## config.mk

```make
export PLATFORM = sky130hd
export DESIGN_NAME = video_timing_rx
export DESIGN_NICKNAME = d
export VERILOG_FILES = /design/src/rtl/video_timing_rx.sv
export SDC_FILE = /design/constraint.sdc
export NUM_CORES = 1
export LEC_CHECK = 0
export ABC_CLOCK_PERIOD_IN_PS = 14500
export BUFFER_PORTS_ARGS = -buffer_cell sky130_fd_sc_hd__buf_2
export CORE_UTILIZATION = 45
export CTS_CLUSTER_DIAMETER = 40
export DETAILED_ROUTE_END_ITERATION = 8
export PLACE_DENSITY = 0.74
export SYNTH_ARGS = -nofsm -noshare
export SYNTH_HDL_FRONTEND = slang
export SYNTH_SLANG_ARGS = --single-unit
```

## constraint.sdc

```tcl
create_clock -name clk -period 14.5 [get_ports clk]
set_input_delay 2.9 -clock clk [delete_from_list [all_inputs] [get_ports clk]]
set_output_delay 2.9 -clock clk [all_outputs]
set_load 0.05 [all_outputs]
```

## src/rtl/video_timing_rx.sv

```systemverilog
// video_timing_rx: recovers raster timing from an HS/VS/DE stream, qualifies lock over
// two identical frames and reports raster type plus live active-area coordinates.
module video_timing_rx (
  input  logic       clk,
  input  logic       reset,
  input  logic       ce_pix,
  input  logic       hs,
  input  logic       vs,
  input  logic       de,
  output logic [9:0] x,
  output logic [9:0] y,
  output logic [9:0] total_h,
  output logic [9:0] total_v,
  output logic [9:0] active_w,
  output logic [9:0] active_h,
  output logic       locked,
  output logic       pal,
  output logic       ntsc,
  output logic       line_start,
  output logic       frame_start
);
  typedef enum logic [1:0] {SEARCH, CHECK, LOCKED} state_t;
  state_t st_q, st_d;
  logic hv_q, hs_q, vs_ls_q, err_q, err_d, ls_q, fs_q, locked_q, pal_q, ntsc_q;
  logic [9:0] h_q, h_d, w_q, w_d, v_q, v_d, a_q, a_d, wf_q, wf_d, len_q, len_d, x_q, x_d, y_q, y_d;
  logic [39:0] cand_q, cand_d, pub_q, pub_d, meas;
  logic ls, fs, tmo, err_now;
  logic [9:0] line_len, len_ref, wf_now, a_now;
  // Sync history is only trusted after one real sample, so levels already high at reset release are ignored.
  assign ls = ce_pix & hv_q & hs & ~hs_q;
  assign fs = ls & vs & ~vs_ls_q;
  assign line_len = h_q + 10'd1;
  assign len_ref = (v_q == 10'd0) ? line_len : len_q;
  assign wf_now = (|w_q) ? w_q : wf_q;
  assign a_now = a_q + {9'd0, |w_q};
  assign err_now = err_q | (line_len != len_ref) | ((|w_q) & (|wf_q) & (w_q != wf_q));
  assign meas = {line_len, v_q + 10'd1, wf_now, a_now};
  assign tmo = ce_pix & ((&h_d) | (&v_d));
  always_comb begin
    h_d = h_q; w_d = w_q; x_d = x_q; v_d = v_q; y_d = y_q;
    a_d = a_q; wf_d = wf_q; len_d = len_q; err_d = err_q;
    if (ce_pix) begin
      h_d = ls ? 10'd0 : (&h_q) ? h_q : h_q + 10'd1;
      w_d = ls ? {9'd0, de} : (&w_q) ? w_q : w_q + {9'd0, de};
      x_d = ls ? 10'd0 : de ? w_q : x_q;
    end
    if (ls) begin
      v_d = fs ? 10'd0 : (&v_q) ? v_q : v_q + 10'd1;
      y_d = fs ? 10'd0 : y_q + {9'd0, |w_q};
      a_d = fs ? 10'd0 : a_now;
      wf_d = fs ? 10'd0 : wf_now;
      err_d = fs ? 1'b0 : err_now;
      len_d = len_ref;
    end
  end
  always_comb begin
    st_d = st_q; cand_d = cand_q; pub_d = pub_q;
    if (tmo) st_d = SEARCH;
    else if (fs) begin
      case (st_q)
        SEARCH: begin cand_d = meas; st_d = CHECK; end
        CHECK: begin
          if (meas == cand_q && !err_now) begin st_d = LOCKED; pub_d = meas; end
          else cand_d = meas;
        end
        default: st_d = (meas != cand_q || err_now) ? SEARCH : LOCKED;
      endcase
    end
  end
  always_ff @(posedge clk or posedge reset) begin
    if (reset) begin
      st_q <= SEARCH; hv_q <= 1'b0; hs_q <= 1'b0; vs_ls_q <= 1'b0; err_q <= 1'b0;
      ls_q <= 1'b0; fs_q <= 1'b0; locked_q <= 1'b0; pal_q <= 1'b0; ntsc_q <= 1'b0;
      h_q <= '0; w_q <= '0; v_q <= '0; a_q <= '0; wf_q <= '0; len_q <= '0; x_q <= '0; y_q <= '0;
      cand_q <= '0; pub_q <= '0;
    end else begin
      if (ce_pix) begin
        hv_q <= 1'b1;
        hs_q <= hs;
        if (ls || !hv_q) vs_ls_q <= vs;
      end
      st_q <= st_d; cand_q <= cand_d; pub_q <= pub_d; err_q <= err_d;
      h_q <= h_d; w_q <= w_d; v_q <= v_d; a_q <= a_d; wf_q <= wf_d; len_q <= len_d; x_q <= x_d; y_q <= y_d;
      ls_q <= ls; fs_q <= fs;
      locked_q <= st_d == LOCKED;
      pal_q <= (st_d == LOCKED) && (pub_d[29:20] == 10'd312);
      ntsc_q <= (st_d == LOCKED) && (pub_d[29:20] == 10'd262);
    end
  end
  assign {total_h, total_v, active_w, active_h} = pub_q;
  assign x = x_q;
  assign y = y_q;
  assign locked = locked_q;
  assign pal = pal_q;
  assign ntsc = ntsc_q;
  assign line_start = ls_q;
  assign frame_start = fs_q;
endmodule

```

==> impl_metrics.py, run 1 <==
metrics = {
    "outcome": {
        "status": "completed",
    },
    "routing": {
        "post_drt_via_cell_ratio": 5.87,
        "routed_wl_mm": 23.8,
        "drt_iter0_drc": 651,
        "first_pass_iters": 5,
        "via_count": 7416,
        "postRouteAntennaNets": 0,
        "wire_per_inst_um": 18.9,
        "drc_errors": 0,
    },
    "pwr": {
        "vdd_drop_max_uv": 95.9,
        "power_frac_seq_pct": 42.8,
        "p_int_uw": 967,
        "p_leak_nw": 5.03,
        "p_sw_uw": 534,
        "combPwrFrac_pct": 27.5,
        "swShare_pct": 35.6,
        "report.power.total_mw": 1.50,
        "clkPwrFrac_pct": 29.7,
        "power.density_nw_per_um2": 143,
    },
    "logic_synthesis": {
        "ys_seq_elements": 171,
        "ys_seq_area_share_pct": 45.0,
        "yosys_warnings": 0,
        "synthFlopType": "dfrtp_1",
        "synth-async-reset-ratio_pct": 100,
        "syn_nets": 963,
        "syn_inst": 947,
        "avgSynthCellArea_um2": 10.0,
        "ys_types": 66,
        "synth-edff-count": 0,
        "synth_area_um2": 9510,
    },
    "global_route": {
        "gr-total-overflow": 0,
        "grt_pass1_vias": 7106,
        "grt_pass1_wl_mm": 38.8,
        "grt_antenna_before_repair": 0,
        "grt_util_all_layers_pct": 22.8,
        "grt_max_degree": 109,
    },
    "sta": {
        "finalHoldWorstSlack_ns": 0.480,
        "fin_crit_sh_pct": 39.1,
        "setup_viol": 0,
        "max_freq_mhz": 176,
        "final_max_slew_viol_count": 0,
        "max_slew.worst_pin.slew_ns": 1.09,
        "clock_skew_ns": 0.00925,
        "layout_min_cycle_time_ns": 5.67,
        "slew_headroom_pct": 27.0,
        "rsz0062_at_grt": "false",
        "final-hold-violation-count": 0,
        "fin_ws_ns": 8.83,
        "tns_ns": 0,
    },
    "final_layout": {
        "final_cells": 1263,
        "fin_nets": 997,
        "final_common_cell": "dfrtp_1",
        "drive_above_1_share_pct": 20.9,
        "area_delta_synth_final_pct": 10.6,
        "fillers": 1859,
        "diodes": 0,
        "mostFrequentLayoutCells": "171 x dfrtp_1, 104 x nand2_1, 70 x buf_2, 60 x o21ai_0",
    },
    "clock_tree": {
        "cts.reportedPaths.clkPinSlew_ns": 0.06,
        "holdBufCountCts": 0,
        "htree_levels": 4,
        "numClockSinks": 171,
        "clockBufferDepth": 2,
        "cts_setup_buffers": 0,
        "numCtsBuffers": 17,
        "cts_tree": "yes",
        "clk_latency_ns": 0.43,
        "clock-root-buffer": "clkbuf_16",
        "cts_resized": 0,
    },
    "critical_path": {
        "r2r_slack_ns": 8.83,
        "r2r_start": "w_q[4]",
        "timing.rr.end": "cand_q[15]",
        "r2r_cells": 13,
        "cp-end-kind": "flip-flop",
        "startpoint_type": "flip-flop",
        "worstPathMaxFanout": 40,
        "critPathArrivalTime_ns": 5.99,
        "worst_ep_required_time_ns": 14.81,
        "crit_type": "flip-flop to flip-flop",
    },
    "floorplanning": {
        "coreArea_um2": 20500,
        "die_x_um": 147,
        "die_y_um": 147,
        "fp.dieArea_um2": 21700,
        "start_util_pct": 46.4,
        "io_pins": 71,
        "num_rows": 52,
    },
    "min_path": {
        "worstHoldEndpoint": "pub_q[35]",
        "hold_path.class": "flip-flop to flip-flop",
        "hold_start": "pub_q[35]",
        "min_path_cells": 2,
    },
    "run": {
        "cap_viol_max_count": 0,
    },
    "placement": {
        "dp_hpwl_mm": 16.7,
        "dpl.cell_count": 1232,
        "place_ws_ns": 8.51,
        "place_congestion": 0.932,
        "io_buffers": 70,
    },
}
==> how the worst max path moves through the flow <==
stage / cells past startpoint / endpoint / slack [ns] / startpoint
finish: 13 / cand_q[15] / 8.83 / w_q[4]
global route: 13 / cand_q[15] / 8.53 / w_q[4]
CTS: 13 / cand_q[15] / 8.92 / w_q[4]
detailed placement: 13 / ntsc / 8.51 / ce_pix
global placement: 13 / pal / 8.68 / ce_pix
floorplan: 1 / a_q[0] / 6.97 / reset
==> state kept, by name, indices dropped and copies added, names as in the netlist <==
signal / count
locked: 1
st_q: 2
cand_q: 40
x: 10
ntsc: 1
frame_start: 1
h_q: 10
w_q: 10
pub_q: 40
hv_q: 1
v_q: 10
wf_q: 10
vs_ls_q: 1
len_q: 10
err_q: 1
hs_q: 1
y: 10
pal: 1
line_start: 1
a_q: 10
==> Yosys cell counts (4+ instances only) <==
| cell type | number | share of area [%] |
|---|---|---|
| dfrtp_1 | 171 | 45 |
| nand2_1 | 104 | 4.1 |
| o21ai_0 | 60 | 3.2 |
| a21oi_1 | 51 | 2.7 |
| mux2_2 | 51 | 6.0 |
| nor2_1 | 46 | 1.8 |
| xnor2_1 | 45 | 4.1 |
| nand3_1 | 37 | 1.9 |
| xor2_1 | 34 | 3.1 |
| mux2_4 | 33 | 5.2 |
| inv_1 | 32 | 1.3 |
| clkbuf_1 | 31 | 1.2 |
| buf_2 | 22 | 1.2 |
| nand4_1 | 20 | 1.3 |
| nor4_1 | 15 | 0.99 |
| or3_1 | 15 | 0.99 |
| nor3_1 | 13 | 0.68 |
| and3_1 | 11 | 0.72 |
| ha_1 | 10 | 1.3 |
| mux2i_1 | 10 | 1.1 |
| a31oi_1 | 9 | 0.59 |
| a22o_1 | 8 | 0.74 |
| a41o_1 | 7 | 0.74 |
| o31ai_1 | 7 | 0.55 |
| buf_6 | 6 | 0.71 |
| nor2b_1 | 6 | 0.39 |
| or2_2 | 6 | 0.39 |
| o2111ai_1 | 5 | 0.46 |
| o22ai_1 | 5 | 0.33 |
| or4_1 | 5 | 0.39 |
| a31o_2 | 4 | 0.37 |
| and4_1 | 4 | 0.37 |
| nand4b_1 | 4 | 0.37 |
==> critical path: stages (launching register included) <==
cell     delay (ns)
dfrtp_1        0.48
nor2_1         0.50
nand3_1        0.45
ha_1           0.34
ha_1           0.28
xor2_1         0.32
xor2_1         0.11
or4_1          0.53
or4_1          0.58
nor4_2         0.23
nand4_1        0.21
nor3_1         0.19
or2_2          0.88
mux2_2         0.44
==> logic make-up after synthesis <==
logic type,after synthesis,share of synthesized area [%]
simple gates,305,16.2
compound gates,191,12.8
flops,171,45.0
mux,95,12.4
buf+inv,94,4.47
xor+xnor,81,7.75
fa+ha+maj,10,1.32
==> per-stage QoR <==
| stage | instance area, um^2 | util [%] |
|---|---|---|
| detailed placement | 9950 | 48.6 |
| finish | 10500 | 51.3 |
| global route | 10500 | 51.3 |
| global placement | 9950 | 48.6 |
| CTS | 10500 | 51.3 |
| floorplan | 9510 | - |
==> power by group through the flow <==
stage / sequential (mW) / clock (mW) / combinational [mW]
2_1_floorplan: 0.632 / 0 / 0.303
3_3_place_gp: 0.645 / 0 / 0.401
3_5_place_dp: 0.648 / 0 / 0.407
4_1_cts: 0.640 / 0.454 / 0.410
5_1_grt: 0.655 / 0.474 / 0.452
6_report: 0.642 / 0.446 / 0.412
==> area by class of cell <==
type / instances / area [um^2] / share of cell area (%)
Timing Repair Buffer: 77 / 403 / 3.83
Inverter: 32 / 125 / 1.19
Sequential cell: 171 / 4280 / 40.7
Clock buffer: 20 / 447 / 4.25
Multi-Input combinational cell: 682 / 4810 / 45.7
Clock inverter: 11 / 121 / 1.15
Tap cell: 270 / 338 / 3.21
==> layer usage <==
metal	track usage, %	up-vias	wire [um]
li1	-	3469	-
met1	31.8	3674	10900
met2	36.3	242	11300
met3	4.10	31	1270
met4	6.91	0	452
met5	0	-	0
(Power assumes the default switching activity.)
==> run 2: changes to the inputs <==
--- a/config.mk
+++ b/config.mk
@@ -5,7 +5,7 @@
 export SDC_FILE = /design/constraint.sdc
 export NUM_CORES = 1
 export LEC_CHECK = 0
-export ABC_CLOCK_PERIOD_IN_PS = 14500
+export ABC_CLOCK_PERIOD_IN_PS = 5400
 export BUFFER_PORTS_ARGS = -buffer_cell sky130_fd_sc_hd__buf_2
 export CORE_UTILIZATION = 45
 export CTS_CLUSTER_DIAMETER = 40
==> constraint.sdc (replaced) <==
create_clock -name clk -period 5.4 [get_ports clk]
set_input_delay 1.08 -clock clk [delete_from_list [all_inputs] [get_ports clk]]
set_output_delay 1.08 -clock clk [all_outputs]
set_load 0.05 [all_outputs]
==> run 2 against run 1 <==
Against the previous run:
- core utilization up 0.63 points
- first-iteration DRC count grew 6.3%
- power rose to 2.7 times the previous value
- flip-flop and latch count unchanged
- clock-buffer cell count is the same
- fmax increased by 16%
- die area unchanged
- final area grew 1.2%
- routed wire length increased by 1.7%
- critical endpoint is now ntsc
- largest cell class unchanged
- largest power group unchanged
- highest routed layer unchanged
==> impl_metrics.py, run 2 (synthesized netlist as in run 1, its figures left out) <==
metrics = {
    "outcome": {
        "status": "completed",
    },
    "clock_tree": {
        "numClockSinks": 171,
        "htree_levels": 4,
        "holdBufCountCts": 0,
        "clock-root-buffer": "clkbuf_16",
        "cts_resized": 0,
        "cts.reportedPaths.clkPinSlew_ns": 0.07,
        "cts_tree": "yes",
        "clockBufferDepth": 2,
        "clk_latency_ns": 0.43,
        "cts_setup_buffers": 0,
        "numCtsBuffers": 17,
    },
    "critical_path": {
        "r2r_start": "w_q[3]",
        "worstPathMaxFanout": 18,
        "startpoint_type": "flip-flop",
        "critPathArrivalTime_ns": 5.25,
        "crit_type": "flip-flop to flip-flop",
        "crit_start": "w_q[3]",
        "timing.rr.end": "ntsc",
        "worst_ep_required_time_ns": 5.74,
        "r2r_slack_ns": 0.50,
        "cp-end-kind": "flip-flop",
        "r2r_cells": 13,
    },
    "placement": {
        "dp_hpwl_mm": 16.9,
        "dpl.cell_count": 1241,
        "place_congestion": 0.942,
        "io_buffers": 70,
        "place_ws_ns": 0.568,
    },
    "global_route": {
        "gr-total-overflow": 0,
        "grt_max_degree": 172,
        "grt_util_all_layers_pct": 23.5,
        "grt_pass1_wl_mm": 39.8,
        "grt_antenna_before_repair": 0,
        "grt_pass1_vias": 7270,
    },
    "final_layout": {
        "final_core_util_pct": 52.0,
        "mostFrequentLayoutCells": "171 x dfrtp_1, 104 x nand2_1, 70 x buf_2, 60 x o21ai_0",
        "area_delta_synth_final_pct": 12.0,
        "fin_nets": 1006,
        "reg_top3": "cand_q (40), pub_q (40)",
        "diodes": 0,
        "final_common_cell": "dfrtp_1",
        "drive_above_1_share_pct": 21.7,
        "final_cells": 1272,
    },
    "routing": {
        "routed_wl_mm": 24.2,
        "postRouteAntennaNets": 0,
        "via_count": 7388,
        "first_pass_iters": 5,
        "post_drt_via_cell_ratio": 5.81,
        "wire_per_inst_um": 19.1,
        "drt_iter0_drc": 692,
        "drc_errors": 0,
    },
    "sta": {
        "final-hold-violation-count": 0,
        "clock_skew_ns": 0.0129,
        "layout_min_cycle_time_ns": 4.90,
        "fin_crit_sh_pct": 90.8,
        "tns_ns": 0,
        "final_max_slew_viol_count": 0,
        "max_freq_mhz": 204,
        "finalHoldWorstSlack_ns": 0.486,
        "setup_viol": 0,
        "rsz0062_at_grt": "false",
        "fin_ws_ns": 0.495,
        "slew_headroom_pct": 39.3,
        "max_slew.worst_pin.slew_ns": 0.911,
    },
    "min_path": {
        "hold_path.class": "flip-flop to flip-flop",
        "hold_start": "pub_q[32]",
        "worstHoldEndpoint": "pub_q[32]",
        "min_path_cells": 2,
    },
    "pwr": {
        "vdd_drop_max_uv": 224,
        "p_leak_nw": 5.10,
        "power.density_nw_per_um2": 387,
    },
    "floorplanning": {
        "coreArea_um2": 20500,
        "fp.dieArea_um2": 21700,
        "die_x_um": 147,
        "io_pins": 71,
        "start_util_pct": 46.4,
        "die_y_um": 147,
        "num_rows": 52,
    },
    "run": {
        "cap_viol_max_count": 0,
    },
}
## run 2: layout make-up
type | instances | area, um^2
clock buffer | 20 | 447
clock inverter | 11 | 160
fill | 1861 | 9840
inverter | 32 | 124
multi-input combinational | 682 | 4810
sequential | 171 | 4280
tap | 270 | 338
timing repair buffer | 86 | 495
## run 2: metal layers
| metal | global-route usage [%] | wire (um) | up-vias |
|---|---|---|---|
| met1 | 32.2 | 11100 | 3631 |
| met2 | 37.8 | 11500 | 233 |
| met4 | 6.29 | 399 | 0 |
| met3 | 4.94 | 1260 | 35 |
| met5 | 0 | 0 | - |
| li1 | - | - | 3489 |
## run 2: power by group
| part | switching, mW | internal [mW] | total [mW] |
|---|---|---|---|
| logic | 0.679 | 0.456 | 1.13 |
| registers | 0.243 | 1.46 | 1.71 |
| clock network | 0.533 | 0.747 | 1.28 |
| total | 1.45 | 2.67 | 4.12 |
## run 2: worst max-delay path by stage
stage	to	cells after the start	slack (ns)
2_1_floorplan	pub_q[10]	16	0.88
3_3_place_gp	ntsc	13	0.58
3_5_place_dp	ntsc	13	0.57
4_1_cts	ntsc	13	0.55
5_1_grt	ntsc	13	0.15
6_report	ntsc	13	0.50
## run 2: critical path, cell delays in order (launching register included)
cell and delay [ns]:
dfrtp_1 0.47, nor2_1 0.52, nand3_1 0.25, ha_1 0.25, ha_1 0.26, xor2_1 0.26, xor2_1 0.10, or4_1 0.50
or4_1 0.55, nor4_2 0.20, nand2_1 0.08, a2111o_2 0.72, mux2_4 0.41, nor4_2 0.25
## run 2: per-stage QoR
step	instance area, um^2	total power [mW]
floorplan	9510	2.51
global placement	10000	2.82
detailed placement	10000	2.85
CTS	10700	4.14
global route	10700	4.34
finish	10700	4.12
==> run 3: changes to the inputs <==
--- a/config.mk
+++ b/config.mk
@@ -5,6 +5,7 @@
 export SDC_FILE = /design/constraint.sdc
 export NUM_CORES = 1
 export LEC_CHECK = 0
+export ABC_AREA = 1
 export ABC_CLOCK_PERIOD_IN_PS = 5400
 export BUFFER_PORTS_ARGS = -buffer_cell sky130_fd_sc_hd__buf_2
 export CORE_UTILIZATION = 45
==> run 3 against run 2 <==
Against the previous run:
- sequential power increased by 2%
- clock skew decreased by 0.0037 ns
- final cell count increased by 31%
- power increased by 11%
- final area increased by 0.18%
- critical endpoint is now pal
==> impl_metrics.py, run 3 <==
metrics = {
    "routing": {
        "first_pass_iters": 7,
        "postRouteAntennaNets": 0,
        "drc_errors": 0,
        "routed_wl_mm": 25.1,
        "post_drt_via_cell_ratio": 5.29,
        "drt_iter0_drc": 724,
        "via_count": 8810,
        "wire_per_inst_um": 15.1,
    },
    "final_layout": {
        "seq_area_um2": 4280,
        "fin_nets": 1397,
        "area_delta_synth_final_pct": 12.7,
        "fillers": 1998,
        "multi_input_area_um2": 4300,
        "stdcell_area_um2": 10700,
        "final_cells": 1664,
        "diodes": 0,
        "mostFrequentLayoutCells": "398 x nand2_1, 186 x inv_1, 171 x dfrtp_1, 133 x nor2_1, 126 x nand3_1",
        "drive_above_1_share_pct": 9.68,
        "reg_top3": "cand_q (40), pub_q (40)",
        "final_common_cell": "nand2_1",
    },
    "clock_tree": {
        "clockBufferDepth": 2,
        "numCtsBuffers": 17,
        "holdBufCountCts": 0,
        "numClockSinks": 171,
        "cts_setup_buffers": 0,
        "cts.reportedPaths.clkPinSlew_ns": 0.07,
        "clk_latency_ns": 0.44,
        "clock-root-buffer": "clkbuf_16",
        "cts_resized": 0,
        "cts_tree": "yes",
        "htree_levels": 4,
    },
    "critical_path": {
        "crit_path_max_incr_delay_ns": 0.44,
        "crit_type": "flip-flop to flip-flop",
        "worst_ep_required_time_ns": 5.73,
        "crit_top_cell": "nor2_1",
        "r2r_start": "w_q[6]",
        "r2r_cells": 26,
        "startpoint_type": "flip-flop",
        "cp-end-kind": "flip-flop",
        "r2r_slack_ns": 1.45,
        "crit_path_top_delay_cell": "dfrtp_1",
        "timing.rr.end": "pal",
        "critPathArrivalTime_ns": 4.28,
        "worstPathMaxFanout": 11,
    },
    "logic_synthesis": {
        "synth-async-reset-ratio_pct": 100,
        "synth-edff-count": 0,
        "synth_top_family_by_area": "simple AND/OR/NAND/NOR gates",
        "yosysTopAreaCell": "dfrtp_1",
        "synth_compound_area_share_pct": 10.1,
        "synth_simple_gate_area_share_pct": 32.8,
        "yosysMostFrequentCell": "nand2_1",
        "synthAdderAreaFrac_pct": 1.32,
        "syn_inst": 1323,
        "synth.area.mux_share_pct": 0,
        "synth-xor-area-share_pct": 1.16,
        "synth_top_area_share_pct": 45.2,
        "ys_seq_elements": 171,
        "avgSynthCellArea_um2": 7.16,
        "ys_seq_area_share_pct": 45.2,
        "ys_types": 39,
        "ys_top_cells_by_area": "dfrtp_1 45%, nand2_1 16%, inv_1 7.4%",
        "yosys_warnings": 0,
        "synthFlopType": "dfrtp_1",
        "synth_common_cells": "398 x nand2_1, 187 x inv_1, 171 x dfrtp_1",
        "synth_area_um2": 9470,
        "syn_nets": 1339,
    },
    "pwr": {
        "p_leak_nw": 5.53,
        "report.power.total_mw": 4.59,
        "vdd_drop_max_uv": 251,
        "power.density_nw_per_um2": 430,
    },
    "placement": {
        "dpl.cell_count": 1632,
        "placed_area_um2": 10100,
        "io_buffers": 70,
        "dp_hpwl_mm": 17.8,
        "place_congestion": 0.924,
    },
    "run": {
        "cap_viol_max_count": 0,
    },
    "sta": {
        "final-hold-violation-count": 0,
        "rsz0062_at_grt": "false",
        "max_slew.worst_pin.slew_ns": 0.957,
        "final_max_slew_viol_count": 0,
        "fin_crit_sh_pct": 73.2,
        "slew_headroom_pct": 36.2,
        "clock_skew_ns": 0.00927,
        "max_freq_mhz": 253,
        "tns_ns": 0,
        "layout_min_cycle_time_ns": 3.95,
        "setup_viol": 0,
    },
    "global_route": {
        "grt_util_all_layers_pct": 24.1,
        "gr-total-overflow": 0,
        "grt_pass1_wl_mm": 41.1,
        "grt_max_degree": 172,
        "grt_pass1_vias": 8014,
        "grt_antenna_before_repair": 0,
    },
    "outcome": {
        "status": "completed",
    },
    "min_path": {
        "hold_start": "pub_q[33]",
        "hold_path.class": "flip-flop to flip-flop",
        "worstHoldEndpoint": "pub_q[33]",
        "min_path_cells": 2,
    },
    "floorplanning": {
        "coreArea_um2": 20400,
        "start_util_pct": 46.3,
        "die_y_um": 147,
        "fp.dieArea_um2": 21600,
        "io_pins": 71,
        "num_rows": 52,
        "die_x_um": 147,
    },
}
run 3: changes by cell type in the layout (fill, tap and decap cells not counted), moves of 37 or more:
cell	previous run	this run
inv_1	31	186
mux2_2	51	0
nand2_1	104	398
nand3_1	37	126
nor2_1	46	133
o21ai_0	60	97
xnor2_1	45	6
run 3: layer usage:
metal	track usage, %	part of all wire (%)	wire (um)
met1	35.3	48	12000
met4	7.47	1.9	470
met5	0	0	0
met3	4.29	6.1	1530
met2	36.2	44	11000
run 3: stage by stage:
stage / hold slack (ns) / util, % / setup slack [ns]
2_1_floorplan: 0.453 / - / 2.14
3_3_place_gp: 0.463 / 49.2 / 1.51
3_5_place_dp: 0.467 / 49.2 / 1.36
4_1_cts: 0.484 / 52.2 / 1.45
5_1_grt: 0.509 / 52.2 / 0.922
6_report: 0.479 / 52.2 / 1.45
run 3: report_power, final:
group / switching [mW] / internal, mW / total (mW)
Combinational: 1.04 / 0.492 / 1.53
Clock: 0.546 / 0.758 / 1.30
Sequential: 0.247 / 1.50 / 1.75
Total: 1.83 / 2.75 / 4.59
run 3: cell type report:
| class | count | area share [%] |
|---|---|---|
| clock buffer | 20 | 4.28 |
| clock inverter | 12 | 1.51 |
| inverter | 188 | 6.65 |
| multi-input combinational | 926 | 40.3 |
| sequential | 171 | 40.1 |
| tap | 270 | 3.17 |
| timing repair buffer | 77 | 4.01 |
run 3: cell families after synthesis:
kind of cell             Yosys count
AND/OR/NAND/NOR                  727
adder cells (fa/ha/maj)           10
AO/OA/AOI/OAI                    178
flip-flops                       171
XOR/XNOR                          11
buffers and inverters            226
run 3: worst max path at each step:
| stage | start | end | slack (ns) | cells past startpoint |
|---|---|---|---|---|
| 5_1_grt | w_q[2] | pal | 0.92 | 25 |
| 3_5_place_dp | ce_pix | pal | 1.36 | 14 |
| 3_3_place_gp | ce_pix | ntsc | 1.51 | 14 |
| 6_report | w_q[6] | pal | 1.45 | 26 |
| 4_1_cts | w_q[8] | pal | 1.45 | 25 |
| 2_1_floorplan | reset | a_q[0] | 2.14 | 1 |
run 3: critical path, delay by kind of cell, from the launching register on:
kind / cells / cell delay, ns
fa+ha+maj: 2 / 0.55
simple gates: 19 / 2.30
compound gates: 1 / 0.13
flops: 1 / 0.44
buf+inv: 4 / 0.41
